===== config.mk =====
export PLATFORM = sky130hd
export DESIGN_NAME = dac_pio_sequencer
export DESIGN_NICKNAME = d
export VERILOG_FILES = /design/src/rtl/dac_seq_pkg.sv /design/src/rtl/dac_seq_fifo.sv /design/src/rtl/dac_pio_sequencer.sv
export SDC_FILE = /design/constraint.sdc
export NUM_CORES = 1
export LEC_CHECK = 0
export BUFFER_PORTS_ARGS = -buffer_cell sky130_fd_sc_hd__buf_2
export CORE_MARGIN = 2
export CORE_UTILIZATION = 40
export DETAILED_ROUTE_END_ITERATION = 16
export GPL_TIMING_DRIVEN = 0
export PLACE_DENSITY_LB_ADDON = 0.08
export SYNTH_ARGS = -nofsm -noshare
export SYNTH_HDL_FRONTEND = slang
export SYNTH_SLANG_ARGS = --single-unit

===== constraint.sdc =====
create_clock -name clk -period 9.2 [get_ports clk]
set_clock_uncertainty 0.1 [all_clocks]
set_input_delay 1.38 -clock clk [delete_from_list [all_inputs] [get_ports clk]]
set_output_delay 1.38 -clock clk [all_outputs]
set_load 0.02 [all_outputs]

===== src/rtl/dac_seq_pkg.sv =====
// Shared CSR map, CTRL/STATUS bit positions and sequencer FSM states for dac_pio_sequencer.
package dac_seq_pkg;

   localparam logic [2:0] ADDR_DATA   = 3'd0;
   localparam logic [2:0] ADDR_CTRL   = 3'd1;
   localparam logic [2:0] ADDR_DIV    = 3'd2;
   localparam logic [2:0] ADDR_STATUS = 3'd3;
   localparam logic [2:0] ADDR_THRESH = 3'd4;

   localparam int CTRL_RUN    = 0;
   localparam int CTRL_HOLD   = 1;
   localparam int CTRL_FLUSH  = 2;
   localparam int CTRL_IRQ_EN = 3;

   localparam int ST_EMPTY     = 0;
   localparam int ST_FULL      = 1;
   localparam int ST_UNDERRUN  = 2;
   localparam int ST_OVF       = 3;
   localparam int ST_LEVEL_LSB = 8;

   typedef enum logic [1:0] {
      IDLE  = 2'd0,
      WAIT  = 2'd1,
      WRITE = 2'd2
   } seq_state_t;

endpackage


===== src/rtl/dac_seq_fifo.sv =====
// Sample FIFO: push/pop/flush, level visible 1 cycle after push; head is combinational.
// A pop at full frees room for a same-cycle push; flush beats a same-cycle push.
module dac_seq_fifo #(
   parameter int DEPTH = 16,
   parameter int W     = 20,
   parameter int LVL_W = $clog2(DEPTH) + 1
) (
   input  logic             clk,
   input  logic             reset_n,
   input  logic             push,
   input  logic [W-1:0]     push_dat,
   input  logic             pop,
   input  logic             flush,
   output logic [W-1:0]     head_dat,
   output logic             full,
   output logic             empty,
   output logic [LVL_W-1:0] level
);

   localparam int AW = $clog2(DEPTH);

   logic [W-1:0]  mem [DEPTH];
   logic [AW-1:0] wr_ptr;
   logic [AW-1:0] rd_ptr;
   logic          do_push;
   logic          do_pop;

   assign full     = (level == LVL_W'(DEPTH));
   assign empty    = (level == '0);
   assign do_pop   = pop && !empty;
   assign do_push  = push && (!full || do_pop);
   assign head_dat = mem[rd_ptr];

   always_ff @(posedge clk or negedge reset_n) begin
      if (!reset_n) begin
         wr_ptr <= '0;
         rd_ptr <= '0;
         level  <= '0;
      end else if (flush) begin
         wr_ptr <= '0;
         rd_ptr <= '0;
         level  <= '0;
      end else begin
         if (do_push) wr_ptr <= wr_ptr + AW'(1);
         if (do_pop)  rd_ptr <= rd_ptr + AW'(1);
         if (do_push && !do_pop)
            level <= level + LVL_W'(1);
         else if (do_pop && !do_push)
            level <= level - LVL_W'(1);
      end
   end

   always_ff @(posedge clk) begin
      if (do_push && !flush) mem[wr_ptr] <= push_dat;
   end

endmodule


===== src/rtl/dac_pio_sequencer.sv =====
// Timed DAC sequencer: CSR-fed FIFO drained one sample per DIV+1 clk to the DAC PIO, write strobe 1 cycle after tick,
// held through m_waitrequest. DAC_SEQ_IRQ_EN adds THRESH, CTRL.IRQ_EN and the level irq.
module dac_pio_sequencer
   import dac_seq_pkg::*;
#(
   parameter int FIFO_DEPTH = 16,
   parameter int DATA_W     = 20,
   parameter int DIV_W      = 16,
   parameter int LVL_W      = $clog2(FIFO_DEPTH) + 1
) (
   input  logic        clk,
   input  logic        reset_n,
   input  logic [2:0]  csr_address,
   input  logic        csr_chipselect,
   input  logic        csr_write_n,
   input  logic [31:0] csr_writedata,
   output logic [31:0] csr_readdata,
   output logic [1:0]  m_address,
   output logic        m_write_n,
   output logic [31:0] m_writedata,
   input  logic        m_waitrequest,
   output logic        irq
);

   logic              csr_wr;
   logic              wr_data, wr_ctrl, wr_div, wr_status;
   logic              run, hold, flush;
   logic [DIV_W-1:0]  div_reg, div_cnt;
   logic              tick;
   logic              underrun, ovf, underrun_set, ovf_set;
   logic              fifo_full, fifo_empty, pop_fire;
   logic [LVL_W-1:0]  fifo_level;
   logic [DATA_W-1:0] fifo_head, sample_q, load_dat;
   logic              load_en;
   seq_state_t        state, state_nxt;
   logic              unused_wdata;

   assign unused_wdata = ^csr_writedata;

   assign csr_wr    = csr_chipselect && !csr_write_n;
   assign wr_data   = csr_wr && (csr_address == ADDR_DATA);
   assign wr_ctrl   = csr_wr && (csr_address == ADDR_CTRL);
   assign wr_div    = csr_wr && (csr_address == ADDR_DIV);
   assign wr_status = csr_wr && (csr_address == ADDR_STATUS);
   assign flush     = wr_ctrl && csr_writedata[CTRL_FLUSH];

   always_ff @(posedge clk or negedge reset_n) begin
      if (!reset_n) begin
         run     <= 1'b0;
         hold    <= 1'b0;
         div_reg <= '0;
      end else begin
         if (wr_ctrl) begin
            run  <= csr_writedata[CTRL_RUN];
            hold <= csr_writedata[CTRL_HOLD];
         end
         if (wr_div) div_reg <= csr_writedata[DIV_W-1:0];
      end
   end

   // The counter only samples div_reg on reload, so DIV writes never shorten a period in flight.
   assign tick = run && (div_cnt == '0);

   always_ff @(posedge clk or negedge reset_n) begin
      if (!reset_n)
         div_cnt <= '0;
      else if (!run || div_cnt == '0)
         div_cnt <= div_reg;
      else
         div_cnt <= div_cnt - DIV_W'(1);
   end

   dac_seq_fifo #(
      .DEPTH (FIFO_DEPTH),
      .W     (DATA_W),
      .LVL_W (LVL_W)
   ) u_fifo (
      .clk      (clk),
      .reset_n  (reset_n),
      .push     (wr_data),
      .push_dat (csr_writedata[DATA_W-1:0]),
      .pop      (pop_fire),
      .flush    (flush),
      .head_dat (fifo_head),
      .full     (fifo_full),
      .empty    (fifo_empty),
      .level    (fifo_level)
   );

   always_ff @(posedge clk or negedge reset_n) begin
      if (!reset_n) state <= IDLE;
      else          state <= state_nxt;
   end

   always_comb begin
      state_nxt    = state;
      pop_fire     = 1'b0;
      load_en      = 1'b0;
      load_dat     = '0;
      underrun_set = 1'b0;
      case (state)
         IDLE: begin
            if (run) state_nxt = WAIT;
         end
         WAIT: begin
            if (!run) begin
               state_nxt = IDLE;
            end else if (tick) begin
               if (!fifo_empty) begin
                  pop_fire  = 1'b1;
                  load_en   = 1'b1;
                  load_dat  = fifo_head;
                  state_nxt = WRITE;
               end else begin
                  underrun_set = 1'b1;
                  if (!hold) begin
                     load_en   = 1'b1;
                     state_nxt = WRITE;
                  end
               end
            end
         end
         WRITE: begin
            // A period that expires while the slave stalls is lost, not queued.
            if (tick) underrun_set = 1'b1;
            if (!m_waitrequest) state_nxt = run ? WAIT : IDLE;
         end
         default: state_nxt = IDLE;
      endcase
   end

   always_ff @(posedge clk or negedge reset_n) begin
      if (!reset_n)     sample_q <= '0;
      else if (load_en) sample_q <= load_dat;
   end

   assign m_address   = 2'b00;
   assign m_write_n   = (state != WRITE);
   assign m_writedata = 32'(sample_q);

   assign ovf_set = wr_data && fifo_full && !pop_fire && !flush;

   always_ff @(posedge clk or negedge reset_n) begin
      if (!reset_n) begin
         underrun <= 1'b0;
         ovf      <= 1'b0;
      end else begin
         if (underrun_set)
            underrun <= 1'b1;
         else if (wr_status && csr_writedata[ST_UNDERRUN])
            underrun <= 1'b0;
         if (ovf_set)
            ovf <= 1'b1;
         else if (wr_status && csr_writedata[ST_OVF])
            ovf <= 1'b0;
      end
   end

`ifdef DAC_SEQ_IRQ_EN
   logic             irq_en;
   logic [LVL_W-1:0] thresh;
   logic             irq_q;

   always_ff @(posedge clk or negedge reset_n) begin
      if (!reset_n) begin
         irq_en <= 1'b0;
         thresh <= '0;
         irq_q  <= 1'b0;
      end else begin
         if (wr_ctrl) irq_en <= csr_writedata[CTRL_IRQ_EN];
         if (csr_wr && csr_address == ADDR_THRESH) thresh <= csr_writedata[LVL_W-1:0];
         irq_q <= irq_en && run && (fifo_level <= thresh);
      end
   end

   assign irq = irq_q;
`else
   assign irq = 1'b0;
`endif

   always_comb begin
      csr_readdata = '0;
      case (csr_address)
         ADDR_CTRL: begin
            csr_readdata[CTRL_RUN]  = run;
            csr_readdata[CTRL_HOLD] = hold;
`ifdef DAC_SEQ_IRQ_EN
            csr_readdata[CTRL_IRQ_EN] = irq_en;
`endif
         end
         ADDR_DIV: csr_readdata = 32'(div_reg);
         ADDR_STATUS: begin
            csr_readdata[ST_EMPTY]    = fifo_empty;
            csr_readdata[ST_FULL]     = fifo_full;
            csr_readdata[ST_UNDERRUN] = underrun;
            csr_readdata[ST_OVF]      = ovf;
            csr_readdata[ST_LEVEL_LSB +: LVL_W] = fifo_level;
         end
`ifdef DAC_SEQ_IRQ_EN
         ADDR_THRESH: csr_readdata = 32'(thresh);
`endif
         default: csr_readdata = '0;
      endcase
   end

endmodule

==> metrics.md <==
| Metric | Value |
|---|---|
| Pwr Total | 4980 uW |
| Worst path required time | 7720 ps |
| Met3 Wirelength | 1380 microns |
| PostCTS Resize Cnt | 0 |
| Worst VDD drop | 128 uV |
| Largest registers | u_fifo.mem: 320 flops, sample_q: 20 flops |
| CTS tree | yes |
| Average cell area after synthesis | 17.4 sq um |
| Minimum clock period | 4260 ps |
| Cell Area, Synth | 16100 sq um |
| Max reg flops | 320 |
| Nets | 1120 |
| Top FF cell, synth | edfxtp_1 |
| Initial DRC Count | 579 |
| Largest net degree at the start of global routing | 37 |
| Post-synthesis cell type count | 47 |
| Cts bufs inserted | 43 |
| DRC | 0 |
| # hold bufs at CTS | 0 |
| Pwr Density | 267 nW/um^2 |
| Rel. slew slack | 11.3% |
| HPWL Detailed | 23200 microns |
| Clock sink count | 391 |
| LEAKAGE | 0.00661 uW |
| I/O Buffers | 63 |
| Worst Setup End Kind | output port |
| DIE AREA | 42000 sq um |
| Final setup violating endpoints | 0 |
| GRT overflow | 0 |
| Cells after Synth | 926 |
| Outcome | complete, no violations |
| # Post-CTS Setup Buffers | 0 |
| Tot GR Track Use | 17.9% |
| Antenna-violating nets left | 0 |
| Fillers | 3524 |
| Layout cells sized above 1 | 26.5% |
| Vias in the first global route | 8597 |
| Detailed-route wire length | 36200 microns |
| Flops & latches, synth | 391 |
| Met2 Wirelength | 17300 microns |
| Crit Path Class | in -> out |
| Achievable Freq | 235 MHz |
| DIE HEIGHT | 205 microns |
| IO Count | 108 |
| Reg clk slew, reported paths | 60 ps |
| Routed vias/inst | 5.12 |
| Top reg by flops | u_fifo.mem |
| Dominant cell type by area after synthesis | edfxtp_1 |
| Number of diodes | 0 |
| Max_cap viols | 0 |
| Synth-to-layout area growth | 15.7% |
| DR vias | 8314 |
| Sequential share of the synthesized area | 70.5% |
| # rows | 73 |
| Commonest cells in the netlist | edfxtp_1 (320), mux4_2 (80), dfrtp_1 (71) |
| Main area contributors after synthesis | edfxtp_1 (60%), mux4_2 (11%), dfrtp_1 (11%) |
| Die width | 205 microns |
| CP Max Fanout | 10 |
| Setup TNS Final | 0 ps |
| First-pass GRT wire length | 55100 microns |
| Asr flop ratio synth | 18.2% |
| Uppermost layer routed | met4 |
| Avg WL per Cell | 22.3 microns |
| Worst-Skew Late Latency | 540 ps |
| Fin crit share | 46.3% |
| Initial Utilization | 40.5% |
| Core Footprint | 39800 sq um |
| CTS H-tree depth | 2 |
| RePlAce Congestion | 0.795 |
| Initial antenna violation count | 0 |
| Bufs on Longest Clock Path | 3 |
| Unrepaired setup endpoints after global routing | no |
| Setup crit start kind | primary input |
| Worst-Margin Slew | 1330 ps |
| Core Util, Final | 46.9% |
| Number of synthesized flops with an enable pin | 320 |
| Yosys Warn Count | 0 |
| Slew Viols, Final | 0 |
| First-pass iteration count of the detailed router | 7 |
| Root Buffer | clkbuf_16 |
| Class of the worst hold path | reg -> reg |
| Crit path DAT | 2780 ps |
| Most common cell in the netlist | edfxtp_1 |
| Final hold viol count | 0 |
| Routed met1 length | 17000 microns |
| Synth top area share | 59.5% |
==> power breakdown <==
part	switching, uW	total [uW]	internal, uW
clock network	672	1730	1060
registers	96.9	2110	2010
logic	620	1140	518
==> metal layers <==
metal | global-route usage [%] | up-vias
li1 | - | 3815
met1 | 26.0 | 4287
met2 | 28.6 | 167
met3 | 2.78 | 45
met4 | 4.01 | 0
met5 | 0 | -
==> cell usage in the layout, fill, tap and decap left out, types with 5 or more instances in the layout <==
| cell | Yosys | layout |
|---|---|---|
| mux2i_1 | 31 | 31 |
| or4_1 | 5 | 5 |
| bufinv_16 | 0 | 5 |
| xnor2_1 | 10 | 10 |
| clkbuf_1 | 28 | 45 |
| o21ai_0 | 43 | 43 |
| buf_2 | 7 | 69 |
| a21oi_1 | 33 | 33 |
| and2_1 | 20 | 20 |
| ha_1 | 14 | 14 |
| nor4_1 | 5 | 5 |
| xor2_1 | 7 | 7 |
| mux2_2 | 41 | 41 |
| or3_1 | 5 | 5 |
| nand2_1 | 50 | 50 |
| buf_1 | 9 | 9 |
| inv_1 | 13 | 13 |
| nand3_1 | 11 | 11 |
| nor3_1 | 6 | 6 |
| nor2_1 | 45 | 45 |
| edfxtp_1 | 320 | 320 |
| conb_1 | 1 | 31 |
| clkbuf_16 | 0 | 45 |
| dfrtp_1 | 71 | 71 |
| mux4_2 | 80 | 80 |
| buf_4 | 31 | 32 |
==> worst paths after layout <==
path | from | end | slack (ps) | cells after the start
worst max-delay path | csr_address[0] | csr_readdata[1] | 4940 | 6
worst min-delay path | sample_q[3] | sample_q[3] | 380 | 2
worst max register to register | div_cnt[2] | u_fifo.mem[15][18] | 5080 | 6
worst min register to register | sample_q[3] | sample_q[3] | 380 | 2
max in group asynchronous | reset_n | sample_q[5] | 7670 | 2
min in group asynchronous | reset_n | div_reg[11] | 730 | 1
==> stage by stage <==
stage | cells | worst slack (ps) | hold slack, ps | area (sq um)
global route | 1623 | 4810 | 405 | 18700
floorplan | 956 | 5170 | 358 | 16300
CTS | 1623 | 4970 | 383 | 18700
finish | 1623 | 4940 | 377 | 18700
global placement | 1544 | 4540 | 362 | 17200
detailed placement | 1545 | 4510 | 369 | 17200
==> kinds of logic after synthesis <==
logic type	synth area share [%]
fa+ha+maj	1.21
compound gates	3.16
buf+inv	2.85
flops	70.5
simple gates	5.34
other cells	0.0232
xor+xnor	0.922
mux	15.9
==> cell type report <==
class	count	area (sq um)	area share (%)
multi-input cells	476	4410	23.6
clock inverters	13	190	1.02
plain buffers	76	412	2.20
inverters	13	48.8	0.261
repair buffers	64	338	1.81
clock buffers	65	1230	6.59
flip-flops and latches	391	11400	61.0
well taps	525	657	3.52
==> worst max-delay path, cell delays in order <==
cell and delay, ps:
clkbuf_1 220, buf_1 520, o21ai_0 210, a22oi_1 230, nor2_1 60, buf_2 160
No activity file was read; power rests on OpenSTA's default activity.
